**src/rtl/pio_mouse_event_rx.sv**
```systemverilog
// Receives the HPS mouse PIO bundle, waits for it to settle, and queues
// click/drag events for the lattice logic in a small first-word-fallthrough FIFO.
module pio_mouse_event_rx #(
    parameter int COORD_W    = 27,
    parameter int GRID_X     = 320,
    parameter int GRID_Y     = 240,
    parameter int X_W        = 9,
    parameter int Y_W        = 8,
    parameter int STABLE_CYC = 4,
    parameter int FIFO_DEPTH = 4
) (
    input  logic                          clk,
    input  logic                          reset_n,
    input  logic [COORD_W-1:0]            pio_x_coord,
    input  logic [COORD_W-1:0]            pio_y_coord,
    input  logic [31:0]                   pio_left_click,
    input  logic [31:0]                   pio_right_click,
    input  logic [31:0]                   pio_direction,
    output logic                          evt_valid,
    input  logic                          evt_ready,
    output logic [1:0]                    evt_type,
    output logic [X_W-1:0]                evt_x,
    output logic [Y_W-1:0]                evt_y,
    output logic [3:0]                    evt_dir,
    output logic [$clog2(FIFO_DEPTH):0]   fifo_level,
    output logic [15:0]                   overflow_cnt
);

    localparam int E_W = 2 + X_W + Y_W + 4;
    localparam int P_W = $clog2(FIFO_DEPTH);
    localparam int C_W = $clog2(STABLE_CYC + 1);

    localparam logic [COORD_W-1:0] X_MAX    = COORD_W'(GRID_X - 1);
    localparam logic [COORD_W-1:0] Y_MAX    = COORD_W'(GRID_Y - 1);
    localparam logic [C_W-1:0]     CNT_MAX  = C_W'(STABLE_CYC);
    localparam logic [C_W-1:0]     CNT_PRE  = C_W'(STABLE_CYC - 1);
    localparam logic [P_W:0]       LVL_FULL = (P_W + 1)'(FIFO_DEPTH);

    typedef struct packed {
        logic [COORD_W-1:0] x;
        logic [COORD_W-1:0] y;
        logic               r;
        logic               l;
        logic [3:0]         dir;
    } bundle_t;

    function automatic logic [X_W-1:0] clamp_x(input logic [COORD_W-1:0] v);
        logic [COORD_W-1:0] c;
        c = (v > X_MAX) ? X_MAX : v;
        return c[X_W-1:0];
    endfunction

    function automatic logic [Y_W-1:0] clamp_y(input logic [COORD_W-1:0] v);
        logic [COORD_W-1:0] c;
        c = (v > Y_MAX) ? Y_MAX : v;
        return c[Y_W-1:0];
    endfunction

    function automatic logic [3:0] fix_dir(input logic [3:0] d);
        return (d > 4'd8) ? 4'd0 : d;
    endfunction

    bundle_t             raw;
    bundle_t             sync_p0, sync_p1, prev_p2, committed;
    logic [C_W-1:0]      cnt_p2;
    logic                settle_p2;
    logic                same;
    logic                push, pop, wr_en, full, drop;
    logic [E_W-1:0]      evt_in, head;
    logic [E_W-1:0]      mem [FIFO_DEPTH];
    logic [P_W-1:0]      wr_ptr, rd_ptr;
    logic [P_W:0]        level;
    logic                unused_bits;

    assign unused_bits = ^{pio_left_click[31:1], pio_right_click[31:1], pio_direction[31:4]};

    always_comb begin
        raw     = '0;
        raw.x   = pio_x_coord;
        raw.y   = pio_y_coord;
        raw.r   = pio_right_click[0];
        raw.l   = pio_left_click[0];
        raw.dir = pio_direction[3:0];
    end

    assign same = (sync_p1 == prev_p2);

    // Stage p0/p1: per-bit synchroniser; p2: stability filter over the whole bundle
    always_ff @(posedge clk or negedge reset_n) begin
        if (!reset_n) begin
            sync_p0   <= '0;
            sync_p1   <= '0;
            prev_p2   <= '0;
            cnt_p2    <= '0;
            settle_p2 <= 1'b0;
        end else begin
            sync_p0   <= raw;
            sync_p1   <= sync_p0;
            prev_p2   <= sync_p1;
            if (!same)
                cnt_p2 <= '0;
            else if (cnt_p2 != CNT_MAX)
                cnt_p2 <= cnt_p2 + C_W'(1);
            settle_p2 <= same && (cnt_p2 == CNT_PRE);
        end
    end

    // Commit stage: releases and idle moves only update the committed copy
    assign push   = settle_p2 && (prev_p2 != committed) && (prev_p2.l | prev_p2.r);
    assign evt_in = {prev_p2.r, prev_p2.l, clamp_x(prev_p2.x), clamp_y(prev_p2.y),
                     fix_dir(prev_p2.dir)};

    always_ff @(posedge clk or negedge reset_n) begin
        if (!reset_n)
            committed <= '0;
        else if (settle_p2)
            committed <= prev_p2;
    end

    // Event FIFO
    assign evt_valid = (level != '0);
    assign full      = (level == LVL_FULL);
    assign pop       = evt_valid && evt_ready;
    assign wr_en     = push && (!full || pop);
    assign drop      = push && full && !pop;

    always_ff @(posedge clk) begin
        if (wr_en)
            mem[wr_ptr] <= evt_in;
    end

    always_ff @(posedge clk or negedge reset_n) begin
        if (!reset_n) begin
            wr_ptr       <= '0;
            rd_ptr       <= '0;
            level        <= '0;
            overflow_cnt <= '0;
        end else begin
            if (wr_en)
                wr_ptr <= wr_ptr + P_W'(1);
            if (pop)
                rd_ptr <= rd_ptr + P_W'(1);
            case ({wr_en, pop})
                2'b10:   level <= level + (P_W + 1)'(1);
                2'b01:   level <= level - (P_W + 1)'(1);
                default: level <= level;
            endcase
            if (drop && (overflow_cnt != 16'hFFFF))
                overflow_cnt <= overflow_cnt + 16'd1;
        end
    end

    assign head       = mem[rd_ptr];
    assign fifo_level = level;

    always_comb begin
        {evt_type, evt_x, evt_y, evt_dir} = '0;
        if (evt_valid)
            {evt_type, evt_x, evt_y, evt_dir} = head;
    end

endmodule

```
**config.mk**
```make
export PLATFORM = sky130hd
export DESIGN_NAME = pio_mouse_event_rx
export DESIGN_NICKNAME = d
export VERILOG_FILES = /design/src/rtl/pio_mouse_event_rx.sv
export SDC_FILE = /design/constraint.sdc
export NUM_CORES = 1
export LEC_CHECK = 0
export CAP_MARGIN = 20
export CORE_MARGIN = 2
export CORE_UTILIZATION = 54
export CTS_CLUSTER_DIAMETER = 60
export DETAILED_ROUTE_END_ITERATION = 6
export PLACE_DENSITY = 0.8
export SYNTH_ARGS = -nofsm -noshare
export SYNTH_HDL_FRONTEND = slang
export SYNTH_SLANG_ARGS = --single-unit
```
**constraint.sdc**
```tcl
create_clock -name clk -period 3.1 [get_ports clk]
set_clock_uncertainty 0.05 [all_clocks]
set_input_delay 0.31 -clock clk [delete_from_list [all_inputs] [get_ports clk]]
set_output_delay 0.31 -clock clk [all_outputs]
set_load 0.02 [all_outputs]
```
# ---- Word-level counts from Yosys, hierarchy flattened
# Memories as Yosys holds them, arrays and structs flattened.
# Cells that the tools add are included.
dict set report word_totals {
  ramBits 92
  mem_count 1
  output_inout_bits 43
  inputBits 153
  word_cells 71
  register_bits 267
}
dict set report op_classes {
  magnitude_cmp 3
  n_eq_ne 9
  muxes 12
  n_bitwise 1
  addsub 6
  n_reduce_logical 13
}
# memory depth word_bits rd rd_ports_with_merged_regs wr line_no
set mem_list {}
lappend mem_list {mem 4 23 1 0 1 70} ;# logic [E_W-1:0] mem [FIFO_DEPTH];
# op n
set op_table {}
lappend op_table {{equality test 60 bit} 1}
lappend op_table {{!= test 60 bit} 1}
lappend op_table {{> comparator 27 x 8 -> 1 bit (second input constant)} 1}
lappend op_table {{> comparator 27 x 9 -> 1 bit (second input constant)} 1}
lappend op_table {{2-to-1 mux 9 bit} 2}
lappend op_table {{adder 16 x 1 -> 16 bit (second input constant)} 1}
lappend op_table {{2-to-1 mux 8 bit} 2}
lappend op_table {{!= test 16 bit (second input constant)} 1}
lappend op_table {{logical AND 1 bit} 8}
lappend op_table {{2-to-1 mux 4 bit} 2}
lappend op_table {{adder 3 x 1 -> 3 bit (second input constant)} 2}
lappend op_table {{2-to-1 mux 3 bit} 2}
lappend op_table {{case mux 3 bit (2 select lines)} 1}
lappend op_table {{adder 2 x 1 -> 2 bit (second input constant)} 2}
lappend op_table {{> comparator 4 bit (second input constant)} 1}
lappend op_table {{equality test 3 x 2 -> 1 bit (second input constant)} 1}
lappend op_table {{equality test 3 bit (second input constant)} 1}
lappend op_table {{!= test 3 bit (second input constant)} 1}
lappend op_table {{nonzero test 3 bit} 1}
lappend op_table {{subtractor 3 x 1 -> 3 bit (second input constant)} 1}
lappend op_table {{equality test 2 x 1 -> 1 bit (second input constant)} 1}
lappend op_table {{equality test 2 bit (second input constant)} 1}
lappend op_table {{logical NOT 1 bit} 2}
lappend op_table {{2-to-1 mux 1 bit} 2}
lappend op_table {{5 further kinds} 5}

# ---- Logic depth before layout (Yosys ltp)
dict set report depth {
  depth_word 6
  mapped_depth 12
  mapped_depth_nobuf 12
}

# ---- Worst setup path before layout
# Ideal clock, no wire load.
dict set report synth_path {
  path_kind {reg2reg}
  from {register prev_p2[30] (netlist bit)}
  to {register level[2], in the netlist fifo_level[2]}
  path_buffers 0
  stages_incl_launch_ff 13
  t_required_ns 2.923
  t_arrival_ns 2.352
  period_less_slack_ns 2.529
  setup_ns 0.127
  setup_slack_ns 0.571
  path_cell_list {dfrtp_1 xor2_1 nor4_2 nand4_1 nor4_4 nor2_1 nor2_1 fa_1 nand2b_1 o21ai_0 nor3_1 a31oi_1 nand3_1}
}
dict set report synth_via {
  elab_chain_len 6
  word_cells_on_any_way 8
  classes_between {3 x eq/ne; 1 x mux; 4 x reduce/logical}
}
# element line_no
set synth_rtl {}
lappend synth_rtl {{start, declared} 64} ;# bundle_t sync_p0, sync_p1, prev_p2, committed;
lappend synth_rtl {{start signal, assigned} 99} ;# prev_p2 <= sync_p1;
lappend synth_rtl {{!= test 60 bit *} 109} ;# assign push = settle_p2 && (prev_p2 != committed) && (prev_p2.l | prev_p2.r);
lappend synth_rtl {{logical AND 1 bit * (2 in a row)} 109}
lappend synth_rtl {{logical AND 1 bit *} 124} ;# assign wr_en = push && (!full || pop);
lappend synth_rtl {{equality test 2 x 1 -> 1 bit or equality test 2 bit (tied branches)} 143} ;# case ({wr_en, pop})
lappend synth_rtl {{case mux 3 bit (2 select lines) or nonzero test 2 bit (tied branches)} n/a}
lappend synth_rtl {{end signal, assigned} 144} ;# 2'b10: level <= level + (P_W + 1)'(1);
lappend synth_rtl {{end signal, assigned} 145} ;# 2'b01: level <= level - (P_W + 1)'(1);
lappend synth_rtl {{end signal, assigned} 146} ;# default: level <= level;
lappend synth_rtl {{end, declared} 72} ;# logic [P_W:0] level;
# Every way passes the cells marked *; elsewhere a longest branch is shown, timed or not.
# A chain may end at the register's enable or synchronous reset.

# ---- Worst setup path in the final report
dict set report layout_path {
  from {register rd_ptr[0]}
  to {output evt_x[8]}
}
dict set report layout_via {
  elab_chain_len 2
}
# element line_no
set layout_rtl {}
lappend layout_rtl {{start, declared} 71} ;# logic [P_W-1:0] wr_ptr, rd_ptr;
lappend layout_rtl {{start signal, assigned} 142} ;# rd_ptr <= rd_ptr + P_W'(1);
lappend layout_rtl {{memory (4 x 23 bit)} n/a}
lappend layout_rtl {{2-to-1 mux 9 bit} 158} ;# if (evt_valid)
lappend layout_rtl {{end, declared} 22} ;# output logic [X_W-1:0] evt_x,
# Every way passes these cells.

==> qor.log <==
qor: run_status.status complete, no violations
qor: hold_path.min_path_type in2reg
qor: hold_path.min-delay-start pio_y_coord[3]
qor: synthesis.postSynthAreaPerCell 16.5 µm²
qor: synthesis.ys_seq_area_share 71.1%
qor: place.portBuffers 105
qor: finish.post_route_cells_drive_above_1_share 18.5%
qor: clock_tree.cts_tree done
qor: finish.multi_input_area 0.00367 mm²
qor: power.power 10.7 mW
qor: power.power.ir.vdd_worst 0.497 mV
qor: drt.ant_nets 0
qor: place.gp_congestion 0.820
qor: drt.drt-initial-drc-count 307
qor: sta.max_clock_freq 343 MHz
qor: worst_setup_path.reg2regPathDepth 12
qor: worst_setup_path.worst_r2r_endpoint fifo_level[2]
qor: clock_tree.cts.sinks 359
qor: sta.setup_repair_after_global_routing_missed_its_margin no
qor: sta.drv_slew 0
qor: clock_tree.max_clock_buf_depth 3
qor: finish.diodes 0
qor: worst_setup_path.critPathArrivalTime 2.55 ns
qor: sta.fin_crit_period 2.91 ns
qor: synthesis.synth.net_count 966
qor: synthesis.synthArstFlopShare 74.4%
qor: synthesis.netlist_top_cells_area dfrtp_1 50%, edfxtp_1 21%, mux2_2 5.2%
qor: finish.final_cell_area 0.0161 mm²
qor: clock_tree.cts_buffers 35
qor: worst_setup_path.worst_ep_required_time 2.74 ns
qor: drt.total_routed_length 23,700 µm
qor: drt.drt-pass1-iter-count 4
qor: floorplanning.horizontal_die_dimension 161 µm
qor: global_route.grt_start_max_net_pins 88
qor: global_route.all_layer_gr_usage 18.8%
qor: finish.layout-area-overhead-vs-synth 21.0%
qor: worst_setup_path.critical_path.endpoint_type primary output
qor: floorplanning.core_area 0.0242 mm²
qor: place.hpwlAfterDp 15,900 µm
qor: hold_path.min_delay_path_depth 1
qor: clock_tree.ctsResizeCount 0
qor: clock_tree.cts_post_setup_buffers_inserted 0
qor: finish.seq_area 0.00945 mm²
qor: finish.layout.nets 1,113
qor: synthesis.yosys.area.top_type_share 50.3%
qor: sta.max_slew.worst_pin.slew 0.828 ns
qor: place.dpl-instance-area 0.0148 mm²
qor: global_route.grt_antenna_before_repair 0
qor: clock_tree.htree_num_levels 2
qor: floorplanning.io-pin-count 196
qor: global_route.grt_first_pass_wirelength 37,700 µm
qor: clock_tree.cell_at_the_root_of_the_clock_tree clkbuf_16
qor: floorplanning.floorplan.die_area 0.0259 mm²
qor: clock_tree.worst_setup_hold_path_clk_slew 0.06 ns
qor: power.power-per-cell-area 669 mW/mm²
qor: drt.routed-via-count 6,829
qor: sta.fin_crit_sh 94.0%
qor: sta.report.final.hold_viol_count 0
qor: synthesis.most_instantiated_flip_flop_cell_in_the_synthesis_netlist dfrtp_1
qor: worst_setup_path.start_of_the_worst_register_to_register_path prev_p2[42]
qor: worst_setup_path.cp_max_fo 25
qor: synthesis.yosysWarnings 0
qor: sta.finalSetupViolCount 0
qor: synthesis.synth.largest_area_cell dfrtp_1
qor: finish.num-fill-cells 1,679
qor: synthesis.synth_enable_flop_cells 92
qor: global_route.globalRouteOverflowTotal 0
qor: global_route.first_global_vias 6,878
qor: hold_path.holdPathEnd sync_p0[9]
qor: floorplanning.die_h 161 µm
qor: drt.vias_per_cell 5.25
qor: worst_setup_path.timing.critical_path.from_type flip-flop
qor: synthesis.synthDistinctLibCells 45
qor: sta.totalNegativeSetupSlack 0 ns
qor: floorplanning.placement_rows 57
qor: clock_tree.clock_insertion_delay_worst_skew 0.51 ns
qor: synthesis.post_synth_instance_area 0.0133 mm²
qor: flow_run.maxCapViolations 0
qor: drt.count_of_unresolved_drc_violations_after_routing 0
qor: floorplanning.floorplan.initialDensity 54.7%
qor: drt.routed_wire_length_per_instance 18.2 µm
qor: worst_setup_path.critical_path_class reg2out
qor: power.power.static_leakage 6.81 nW
qor: synthesis.ys_ff_latch 359
qor: sta.headroom_to_the_max_slew_limit 44.8%
qor: synthesis.syn_inst 804
qor: worst_setup_path.regToRegSetupSlack 0.29 ns
==> layout make-up <==
class / instances / share of cell area [%]
sequential: 359 / 58.8
tap: 324 / 2.52
inverter: 12 / 0.281
clock buffer: 46 / 6.37
multi-input combinational: 413 / 22.9
timing repair buffer: 130 / 7.92
clock inverter: 16 / 1.21
==> critical path: stages (launching register included) <==
cell and delay (ns):
dfrtp_1 0.32, buf_4 0.42, mux4_2 0.58, and2_1 0.18
clkdlybuf4s50_1 0.53
==> repair_timing <==
| action | CTS | global route |
|---|---|---|
| hold buffers | 1 | 0 |
| setup endpoints to repair | 0 | 0 |
| endpoints found under the hold margin | 83 | 0 |
==> registers in the layout, summed over array words and instances, names as in the netlist <==
signal	cells
overflow_cnt	16
settle_p2	1
evt_in	2
prev_p2	58
fifo_level	3
committed	60
cnt_p2	3
wr_ptr	2
sync_p1	60
mem	92
rd_ptr	2
sync_p0	60
==> worst max path at each step <==
| stage | from | endpoint | slack (ns) | cells past startpoint |
|---|---|---|---|---|
| floorplan | prev_p2[30] | fifo_level[2] | 0.57 | 12 |
| global placement | prev_p2[42] | mem[0][13] | 0.34 | 7 |
| detailed placement | prev_p2[42] | fifo_level[2] | 0.32 | 12 |
| CTS | rd_ptr[0] | evt_dir[3] | 0.15 | 4 |
| global route | rd_ptr[0] | evt_dir[3] | 0.05 | 4 |
| finish | rd_ptr[0] | evt_x[8] | 0.19 | 4 |
==> cell families (layout without fill, tap and decap cells) <==
group                    after synthesis  in the layout  share of synthesized area, %
XOR/XNOR                             139            139                          9.17
buffers and inverters                 32            204                          1.18
AND/OR/NAND/NOR                      167            167                          7.83
AO/OA/AOI/OAI                         12             12                         0.537
flip-flops                           359            359                          71.1
multiplexers                          86             86                          9.24
adder cells (fa/ha/maj)                9              9                         0.905
==> per-stage QoR <==
stage | worst slack, ns | util, % | hold slack (ns) | std cells
final | 0.187 | 66.2 | 0.190 | 1300
after global routing | 0.0493 | 66.2 | 0.176 | 1300
after CTS | 0.149 | 66.2 | 0.171 | 1300
after detailed placement | 0.315 | 61.2 | 0.285 | 1237
after global placement | 0.337 | 61.2 | 0.283 | 1237
after floorplan | 0.571 | - | -0.0356 | 804
==> routing by layer <==
layer | track usage (%) | vias up | part of all wire (%)
li1 | - | 3160 | -
met1 | 26.0 | 3480 | 44
met2 | 30.3 | 140 | 49
met3 | 3.36 | 49 | 3.6
met4 | 7.51 | 0 | 3.4
met5 | 0 | - | 0
==> cells in the mapped netlist (10+ instances only) <==
cell type and n:
nand4_1 25, and2_1 25, inv_1 12, nand2_1 13, xor2_1 71, nor4_1 32
mux2_2 61, mux4_2 23, nand2b_1 10, clkbuf_1 13, dfrtp_1 267, xnor2_1 68
edfxtp_1 92
==> power breakdown <==
group	switching (mW)	internal (mW)	total, mW
Combinational	0.623	0.620	1.24
Clock	1.69	2.66	4.36
Sequential	0.157	4.99	5.15
Total	2.47	8.27	10.7
==> cell usage in the layout (no fill, tap or decap), drive strengths merged, types with 4 or more instances in the layout <==
cell type      netlist  layout
dfrtp              267     267
clkdlybuf4s50        0     104
edfxtp              92      92
xor2                71      71
xnor2               68      68
mux2                62      62
clkbuf              14      46
nor4                37      37
nand4               25      25
and2                25      25
buf                  6      25
mux4                23      23
inv                 12      15
nand2               13      13
nand2b              10      10
nand3                9       9
nor2                 9       9
or3                  9       9
nor3                 9       9
ha                   8       8
clkinv               0       7
nor4b                5       5
o21ai                5       5
and3                 5       5
or4                  4       4
bufinv               0       4
Power figures use the tool's default switching activity.
